**src/rtl/mem_bus_ctrl.sv**
```systemverilog
// mem_bus_ctrl: single-outstanding load/store sequencer for the memory-mapped
// register block. Drives the active-low Mem_rd/Mem_wr strobes with the
// address and data held one cycle either side of the strobe, and returns one
// response per request with an error flag for unmapped or misaligned addresses.
module mem_bus_ctrl #(
   parameter logic [31:0] ADDR_BASE     = 32'h1000_0000,
   parameter int unsigned NUM_REGS      = 3,
   parameter int unsigned STROBE_CYCLES = 2
) (
   input  logic        clk,
   input  logic        rst,
   input  logic        req_valid,
   output logic        req_ready,
   input  logic        req_wr,
   input  logic [31:0] req_addr,
   input  logic [31:0] req_wdata,
   output logic        resp_valid,
   input  logic        resp_ready,
   output logic [31:0] resp_rdata,
   output logic        resp_err,
   output logic        Mem_rd,
   output logic        Mem_wr,
   output logic [31:0] Dir_Mem,
   output logic [31:0] Dato_Mem_in,
   input  logic [31:0] Dato_Mem_out
);

   localparam int unsigned      CNT_W    = 4;
   localparam logic [CNT_W-1:0] CNT_INIT = CNT_W'(STROBE_CYCLES - 1);
   // 33-bit bounds so the upper limit can never wrap past 2^32
   localparam logic [32:0]      ADDR_LO  = {1'b0, ADDR_BASE};
   localparam logic [32:0]      ADDR_HI  = ADDR_LO + 33'(4 * (NUM_REGS - 1));

   typedef enum logic [2:0] {
      S_IDLE,
      S_SETUP,
      S_STROBE,
      S_HOLD,
      S_RESP
   } state_t;

   state_t           state_q;
   logic [CNT_W-1:0] cnt_q;
   logic             wr_q;
   logic             err_q;
   logic [31:0]      addr_q;
   logic [31:0]      wdata_q;

   logic             mem_rd_q;
   logic             mem_wr_q;
   logic [31:0]      dir_q;
   logic [31:0]      dato_in_q;
   logic             resp_valid_q;
   logic [31:0]      resp_rdata_q;
   logic             resp_err_q;

   logic             addr_ok_c;

   // Word-aligned and inside the register window
   assign addr_ok_c = (req_addr[1:0] == 2'b00) &&
                      ({1'b0, req_addr} >= ADDR_LO) &&
                      ({1'b0, req_addr} <= ADDR_HI);

   assign req_ready   = (state_q == S_IDLE) && !rst;
   assign resp_valid  = resp_valid_q;
   assign resp_rdata  = resp_rdata_q;
   assign resp_err    = resp_err_q;
   assign Mem_rd      = mem_rd_q;
   assign Mem_wr      = mem_wr_q;
   assign Dir_Mem     = dir_q;
   assign Dato_Mem_in = dato_in_q;

   // Sequencer and pin registers. The pins are decoded from the state a cycle
   // earlier, so the memory-facing phases (setup, strobe, hold, response)
   // appear at the outputs one cycle after the state enters them.
   always_ff @(posedge clk) begin
      if (rst) begin
         state_q      <= S_IDLE;
         cnt_q        <= '0;
         wr_q         <= 1'b0;
         err_q        <= 1'b0;
         addr_q       <= '0;
         wdata_q      <= '0;
         mem_rd_q     <= 1'b1;
         mem_wr_q     <= 1'b1;
         dir_q        <= '0;
         dato_in_q    <= '0;
         resp_valid_q <= 1'b0;
         resp_rdata_q <= '0;
         resp_err_q   <= 1'b0;
      end else begin
         // Only one strobe can be low, and only while the state is STROBE
         mem_rd_q <= !((state_q == S_STROBE) && !wr_q);
         mem_wr_q <= !((state_q == S_STROBE) &&  wr_q);

         if (state_q == S_SETUP) begin
            dir_q     <= addr_q;
            dato_in_q <= wr_q ? wdata_q : '0;
         end

         // The strobe rises on this edge, so read data is still driven
         if (state_q == S_HOLD) begin
            resp_rdata_q <= wr_q ? '0 : Dato_Mem_out;
         end

         case (state_q)
            S_IDLE: begin
               if (req_valid) begin
                  wr_q    <= req_wr;
                  addr_q  <= req_addr;
                  wdata_q <= req_wdata;
                  err_q   <= !addr_ok_c;
                  state_q <= addr_ok_c ? S_SETUP : S_RESP;
               end
            end
            S_SETUP: begin
               cnt_q   <= CNT_INIT;
               state_q <= S_STROBE;
            end
            S_STROBE: begin
               if (cnt_q == '0) begin
                  state_q <= S_HOLD;
               end else begin
                  cnt_q <= cnt_q - CNT_W'(1);
               end
            end
            S_HOLD: begin
               state_q <= S_RESP;
            end
            S_RESP: begin
               if (!resp_valid_q) begin
                  resp_valid_q <= 1'b1;
                  resp_err_q   <= err_q;
                  if (err_q) begin
                     resp_rdata_q <= '0;
                  end
               end else if (resp_ready) begin
                  resp_valid_q <= 1'b0;
                  state_q      <= S_IDLE;
               end
            end
            default: begin
               state_q <= S_IDLE;
            end
         endcase
      end
   end

endmodule

```
**config.mk**
```make
export PLATFORM = sky130hd
export DESIGN_NAME = mem_bus_ctrl
export DESIGN_NICKNAME = d
export VERILOG_FILES = /design/src/rtl/mem_bus_ctrl.sv
export SDC_FILE = /design/constraint.sdc
export NUM_CORES = 1
export LEC_CHECK = 0
export BUFFER_PORTS_ARGS = -buffer_cell sky130_fd_sc_hd__buf_2
export CAP_MARGIN = 20
export CORE_ASPECT_RATIO = 1.5
export CORE_MARGIN = 3
export CORE_UTILIZATION = 35
export CTS_CLUSTER_DIAMETER = 200
export CTS_CLUSTER_SIZE = 10
export DETAILED_ROUTE_END_ITERATION = 12
export SLEW_MARGIN = 20
export SYNTH_ARGS = -nofsm -noshare
export SYNTH_HDL_FRONTEND = slang
export SYNTH_SLANG_ARGS = --single-unit
export TNS_END_PERCENT = 1
```
**constraint.sdc**
```tcl
create_clock -name clk -period 4 [get_ports clk]
set_input_delay 0.2 -clock clk [delete_from_list [all_inputs] [get_ports clk]]
set_output_delay 0.2 -clock clk [all_outputs]
set_load 0.01 [all_outputs]
```
==> summary.md, run 1 <==
| Metric | Value |
|---|---|
| Status | `finished, final reports clean` |
| Setup TNS | `0 ns` |
| Path depth of the worst reg2reg path | `4` |
| Placed cell count | `approximately 1,100` |
| Sequential power share | `48.4%` |
| Gate Count Post-Synth | `712` |
| Netlist cell types | `35` |
| NetSw | `0.8980 mW` |
| RSZ-0062 raised after global routing | `no` |
| Total Wirelength | `between 15,000 and 20,000 µm` |
| Setup-failing EPs final | `0` |
| Worst EP arrival | `2.43 ns` |
| Int Power | `2.821 mW` |
| Worst Tran Pin Value | `0.7691 ns` |
| Largest net degree at the start of global routing | `67` |
| Via Count | `5,501` |
| Area of the mapped netlist | `6167 µm²` |
| Static Leak | `3.507 nW` |
| Die H | `168.6 µm` |
| H-Tree Depth | `4` |
| Final Hold Viols | `0` |
| Seq cells post-synth | `173` |
| Clock-pin slew on the worst setup and hold paths | `around 0.070 ns` |
| FF-to-FF End | `addr_q[11]$_SDFFE_PP0P_` |
| Maximum achievable frequency | `482.1 MHz` |
| Clock power frac | `between 40 and 50%` |
| Hold Slack | `0.02714 ns` |
| Dpl ws | `~1.9 ns` |
| Setup Fix Bufs, Post-CTS | `0` |
| TritonCTS buffer count | `17` |
| Max incr delay on CP | `roughly 0.70 ns` |
| Slew headroom | `48.72%` |
| Combinational power share | `7.1%` |
| Placed wire-length estimate | `10,800 µm` |
| Worst hold start | `req_wdata[28]` |
| Flop-to-flop setup slack | `between 1.5 and 2 ns` |
| R2r startpoint | `state_q[1]$_SDFFE_PP0P_` |
| Min-delay worst type | `input pin to register` |
| Ports | `roughly 200` |
| Root Buffer | `clkbuf_16` |
| IO Port Bufs | `201` |
| Area occupied by multi-input gates | `2444 µm²` |
| Worst path bufs/invs | `1` |
| CTS tree | `yes` |
| Net Sw Frac | `around a quarter` |
| Antenna cells | `0` |
| Seq/Total Area, Yosys | `56.16%` |
| Slew Limit Fails | `0` |
| Final setup margin | `1.926 ns` |
| Die footprint | `slightly below 20,000 µm²` |
| Clock Path Buffers | `2` |
| Vias in the first global route | `5,306` |
| Iteration-0 DRC Markers | `272` |
| Clock Sinks | `173` |
| Nets | `1,025` |
| Power density cells | `452.7 nW/µm²` |
| Crit path kind | `register to register` |
| Critical path peak fanout | `28` |
| Hold path depth | `3` |
| Syn Area/Cell | `approximately 8.7 µm²` |
| Layout Cells excl Fill | `~1,100` |
| First-pass GRT wire length | `26,680 µm` |
| Row cnt | `58` |
| Slowest cell on the critical path | `dfxtp_1` |
| Die Wd | `114.4 µm` |
| GR Overflow Total | `0` |
| Gr usage total | `17.28%` |
| CP Depth | `4` |
| Vias per Instance | `approximately 4.8` |
| Synth Flop Type | `dfxtp_1` |
| Post-synthesis to final-layout area growth | `33.23%` |
| Worst hold endpoint | `wdata_q[28]$_SDFFE_PP0P_` |
| Max-cap violations | `0` |
| Max Clock Skew | `0.01196 ns` |
| Worst path cell trace | `nand3b_1 > buf_4 > nand2_1 > a21oi_1` |
| Peak VDD IR | `0.2719 mV` |
| Crit path required time | `4.35 ns` |
| Worst skew pair latency | `0.43 ns` |
| CTS-repair resized insts | `0` |
| DRC Markers | `0` |
| Final min period | `2.074 ns` |
| Initial antenna violation count | `0` |
| Mapped Nets | `815` |
| Drt pass-1 iters | `4` |
| CP top delay family | `simple AND/OR/NAND/NOR gates` |
| Tcrit/Tclk final | `roughly half` |
| DR WL/cell | `14.53 µm` |
| Initial core utilization | `36.16%` |
| Post-route ant nets | `0` |
| Post-synth EDFFs | `0` |
| Warning count from the yosys run | `0` |
| Core area | `17,050 µm²` |
| CP Capture Type | `register` |
| Post-synthesis async set-or-reset flop share | `0%` |
| Layout fillers | `approximately 1,700` |
| Register area | `3463 µm²` |
| Crit path launch type | `register` |
| Final GP Congestion | `0.7612` |
| Fraction of layout instances using a drive strength above 1 | `26.52%` |
## cells by family after synthesis
group           share of synthesized area (%)
buf+inv                                 4.504
fa+ha+maj                              0.4057
xor+xnor                               0.4261
compound gates                          16.21
flops                                   56.16
simple gates                            22.13
mux                                    0.1623
## synthesized netlist by cell type, drive strengths merged, types with 2 or more instances
master	instances	area share [%]
nor4b	2	0.39
nand2	196	12
dfxtp	173	56
nor4	7	0.71
a21oi	131	11
a211oi	3	0.37
xor2	2	0.28
nor2	40	2.4
clkbuf	34	2.1
a22o	32	4.5
nand3	3	0.24
or3b	2	0.28
nand3b	5	0.61
nor3b	35	4.5
inv	3	0.18
nor3	5	0.41
nand4	4	0.41
buf	23	2.3
o21ai	2	0.16
ha	2	0.41
## layout make-up
class / instances / share of cell area (%)
repair buffers: 248 / 17.63
well taps: 210 / 3.198
multi-input cells: 479 / 29.74
flip-flops and latches: 173 / 42.15
inverters: 3 / 0.1370
clock inverters: 13 / 1.873
clock buffers: 19 / 5.269
## metrics by stage
stage	instance area [µm²]	total power, mW	utilization, %
2_1_floorplan	6167	1.978	-
3_3_place_gp	7279	2.079	42.69
3_5_place_dp	7279	2.082	42.69
4_1_cts	8217	3.773	48.18
5_1_grt	8217	3.868	48.18
6_report	8217	3.719	48.18
## tightest hold or removal path: stages
cell and delay, ns:
buf_2 0.11, nand2_1 0.05, a21oi_1 0.05
## worst max path at each step
| stage | start | endpoint | slack (ns) |
|---|---|---|---|
| after floorplan | state_q[0]$_SDFFE_PP0P_ | Dato_Mem_in[10]$_SDFFE_PP0P_ | 2.47 |
| after detailed placement | state_q[1]$_SDFFE_PP0P_ | addr_q[11]$_SDFFE_PP0P_ | 1.90 |
| after global routing | state_q[2]$_SDFFE_PP0P_ | addr_q[10]$_SDFFE_PP0P_ | 1.64 |
| final | state_q[1]$_SDFFE_PP0P_ | addr_q[11]$_SDFFE_PP0P_ | 1.93 |
| after global placement | state_q[1]$_SDFFE_PP0P_ | wr_q$_SDFFE_PP0P_ | 1.95 |
| after CTS | state_q[1]$_SDFFE_PP0P_ | addr_q[23]$_SDFFE_PP0P_ | 1.90 |
## placed cells by master (no fill, tap or decap), drive strengths merged
| master | n |
|---|---|
| a211oi | 3 |
| a21boi | 1 |
| a21oi | 131 |
| a22o | 32 |
| buf | 213 |
| bufinv | 2 |
| clkbuf | 19 |
| clkinv | 3 |
| clkinvlp | 3 |
| dfxtp | 173 |
| dlygate4sd3 | 35 |
| ha | 2 |
| inv | 8 |
| mux2i | 1 |
| nand2 | 196 |
| nand2b | 1 |
| nand3 | 3 |
| nand3b | 5 |
| nand4 | 4 |
| nor2 | 40 |
| nor2b | 1 |
| nor3 | 5 |
| nor3b | 35 |
| nor4 | 7 |
| nor4b | 2 |
| o21a | 1 |
| o21ai | 2 |
| o22ai | 1 |
| o311a | 1 |
| or3b | 2 |
| xnor2 | 1 |
| xor2 | 2 |
## metal layers
metal	share of wire, %	global-route usage [%]	routed length, µm	vias to the layer above
li1	-	-	-	2811
met1	41	19.95	6852	2536
met2	53	30.93	8812	139
met3	4.4	3.577	728	15
met4	1.4	6.460	241	0
met5	0	0	0	-
## power by group through the flow
stage | logic, mW | registers, mW | clock network, mW
final | 0.265 | 1.80 | 1.65
after global placement | 0.240 | 1.84 | 0
after detailed placement | 0.241 | 1.84 | 0
after CTS | 0.268 | 1.80 | 1.70
after floorplan | 0.146 | 1.83 | 0
after global routing | 0.300 | 1.81 | 1.76
## sequential cells by signal, summed over array words and instances, names as in the netlist, 3 cells and up
name,flops
Dato_Mem_in,32
Dir_Mem,32
addr_q,32
cnt_q,4
resp_rdata,32
state_q,3
wdata_q,32
## timing repair
action                                  in CTS  in global routing
endpoints found under the hold margin       35                  0
hold buffers                                35                  0
endpoints found under the setup margin       0                  0
(Power assumes the default switching activity.)
==> run 2: changes to the inputs <==
Clock period 4 ns to 2 ns, I/O delays scaled along.
==> run 2 against run 1 <==
Against the previous run:
- sequential power up 100%
- clock skew is 0.0038 ns lower
- largest power group is now clock
- register-to-register slack got worse by 1.6 ns
- critical endpoint is now wr_q$_SDFFE_PP0P_
- first-iteration DRC count is 11% higher
- combinational power grew 130%
==> summary.md, run 2 (synthesis gave the netlist of run 1 again) <==
| Metric | Value |
|---|---|
| Status | `finished, final reports clean` |
| Crit path kind | `register to register` |
| Clock Sinks | `173 (unchanged)` |
| CTS tree | `yes` |
| Final instance area | `8728 µm² (+6.2%)` |
| GR Overflow Total | `0 (unchanged)` |
| Worst path cell trace | `buf_4 > nand3b_1 > buf_4 > nand2_1 > a21oi_1` |
| Placed wire-length estimate | `11,050 µm (+2.3%)` |
| Worst skew pair latency | `0.42 ns (about the same)` |
| Drt pass-1 iters | `6 (+2)` |
| Final setup margin | `0.3702 ns (-1.555 ns)` |
| Total Wirelength | `17,080 µm (+2.7%)` |
| Worst Tran Pin Value | `0.6055 ns (-0.1637 ns)` |
| Core area | `17,050 µm² (unchanged)` |
| Area occupied by multi-input gates | `2444 µm² (unchanged)` |
| Total power | `7.931 mW (+110%)` |
| Register area | `3463 µm² (unchanged)` |
| Most common library cell in the layout ignoring fill and taps | `buf_2` |
| Max incr delay on CP | `0.51 ns (-0.19 ns)` |
| Final min period | `1.630 ns (-0.4446 ns)` |
| Fraction of layout instances using a drive strength above 1 | `26.21% (-0.32 points)` |
| Worst path most repeated cell | `buf_4` |
| Iteration-0 DRC Markers | `301 (+11%)` |
| Worst path bufs/invs | `2 (+1)` |
| Vias per Instance | `4.806 (about the same)` |
| Placed cell count | `1,084 (+0.56%)` |
| Worst EP arrival | `1.97 ns (-0.46 ns)` |
| Crit path required time | `2.34 ns (-2.01 ns)` |
| Ports | `202 (unchanged)` |
| Post-route ant nets | `0 (unchanged)` |
| H-Tree Depth | `4 (unchanged)` |
| Peak VDD IR | `0.5711 mV (+110%)` |
| Slew Limit Fails | `0 (unchanged)` |
| Root Buffer | `clkbuf_16` |
| Post-DP Area | `7387 µm² (+1.5%)` |
| DR WL/cell | `14.44 µm (-0.61%)` |
| Die footprint | `19,280 µm² (unchanged)` |
| Nets | `1,063 (+3.7%)` |
| Most frequent cells in the layout | `200 x buf_2, 196 x nand2_1, 173 x dfxtp_1` |
| Clock Path Buffers | `2 (unchanged)` |
| Max-cap violations | `0 (unchanged)` |
| Die H | `168.6 µm (unchanged)` |
| IO Port Bufs | `201 (unchanged)` |
| RSZ-0062 raised after global routing | `no` |
| Slew headroom | `59.64% (+11 points)` |
| Slowest cell on the critical path | `dfxtp_1` |
| Critical path peak fanout | `28 (unchanged)` |
| Row cnt | `58 (unchanged)` |
| Maximum achievable frequency | `613.6 MHz (+27%)` |
| Layout fillers | `1,623 (-4.0%)` |
| DRC Markers | `0 (unchanged)` |
| Die Wd | `114.4 µm (unchanged)` |
| Flop-to-flop setup slack | `0.37 ns (-1.56 ns)` |
| Final Core Density | `51.18% (+3.0 points)` |
| Setup TNS | `0 ns (unchanged)` |
| CP top delay family | `buffers and inverters` |
| Post-synthesis to final-layout area growth | `41.53%` |
| Via Count | `5,685 (+3.3%)` |
| Initial core utilization | `36.16% (unchanged)` |
| Vias in the first global route | `5,546 (+4.5%)` |
| Hold Slack | `0.04437 ns (+0.01724 ns)` |
| Initial antenna violation count | `0 (unchanged)` |
| Final GP Congestion | `0.7501 (-1.5%)` |
| Min-delay worst type | `input pin to register` |
| Antenna cells | `0 (unchanged)` |
| Final Hold Viols | `0 (unchanged)` |
| Power density cells | `908.7 nW/µm² (+100%)` |
| TritonCTS buffer count | `17 (unchanged)` |
| Tcrit/Tclk final | `81.49% (+30 points)` |
| First-pass GRT wire length | `27,430 µm (+2.8%)` |
| Largest net degree at the start of global routing | `66 (-1.5%)` |
| Dpl ws | `0.3938 ns (-1.506 ns)` |
| Gr usage total | `17.75% (+0.47 points)` |
| Crit path launch type | `register` |
| Static Leak | `3.746 nW (+6.8%)` |
| Max Clock Skew | `0.008164 ns (-0.003791 ns)` |
| Clock-pin slew on the worst setup and hold paths | `0.06 ns (about the same)` |
| Setup Fix Bufs, Post-CTS | `0 (unchanged)` |
| Setup-failing EPs final | `0 (unchanged)` |
| CP Capture Type | `register` |
| Layout Cells excl Fill | `1,183 (+3.3%)` |
==> run 2: where the power goes <==
part	switching, mW	total (mW)	leakage, nW	internal [mW]
logic	0.323	0.618	2.01	0.296
clock network	1.42	3.72	0.328	2.29
registers	0.0519	3.60	1.40	3.55
total	1.80	7.93	3.75	6.13
==> run 2: worst paths after layout <==
kind                                         startpoint  depth (start not counted)                      end
worst min-delay path                                rst                          2  resp_valid$_SDFFE_PP0N_
worst max register to register  state_q[1]$_SDFFE_PP0P_                          5        wr_q$_SDFFE_PP0P_
worst min register to register  Dir_Mem[5]$_SDFFE_PP0P_                          2  Dir_Mem[5]$_SDFFE_PP0P_
worst max-delay path            state_q[1]$_SDFFE_PP0P_                          5        wr_q$_SDFFE_PP0P_
==> run 2: cell type report <==
class                           count  area share [%]
Sequential cell                   173           39.68
Multi-Input combinational cell    479           28.00
Timing Repair Buffer              286           21.50
Clock buffer                       19           5.075
Tap cell                          210           3.010
Clock inverter                     13           2.609
Inverter                            3          0.1290
==> run 2: per-layer routing <==
metal,routed length [µm],track usage (%)
met1,6898,19.94
met2,9244,32.70
met3,575,3.290
met4,364,6.563
met5,0,0
==> run 2: what timing repair did <==
action                    in CTS  in global routing
hold buffers                  67                  0
hold endpoints to repair      67                  0
gates resized for setup        0                  0
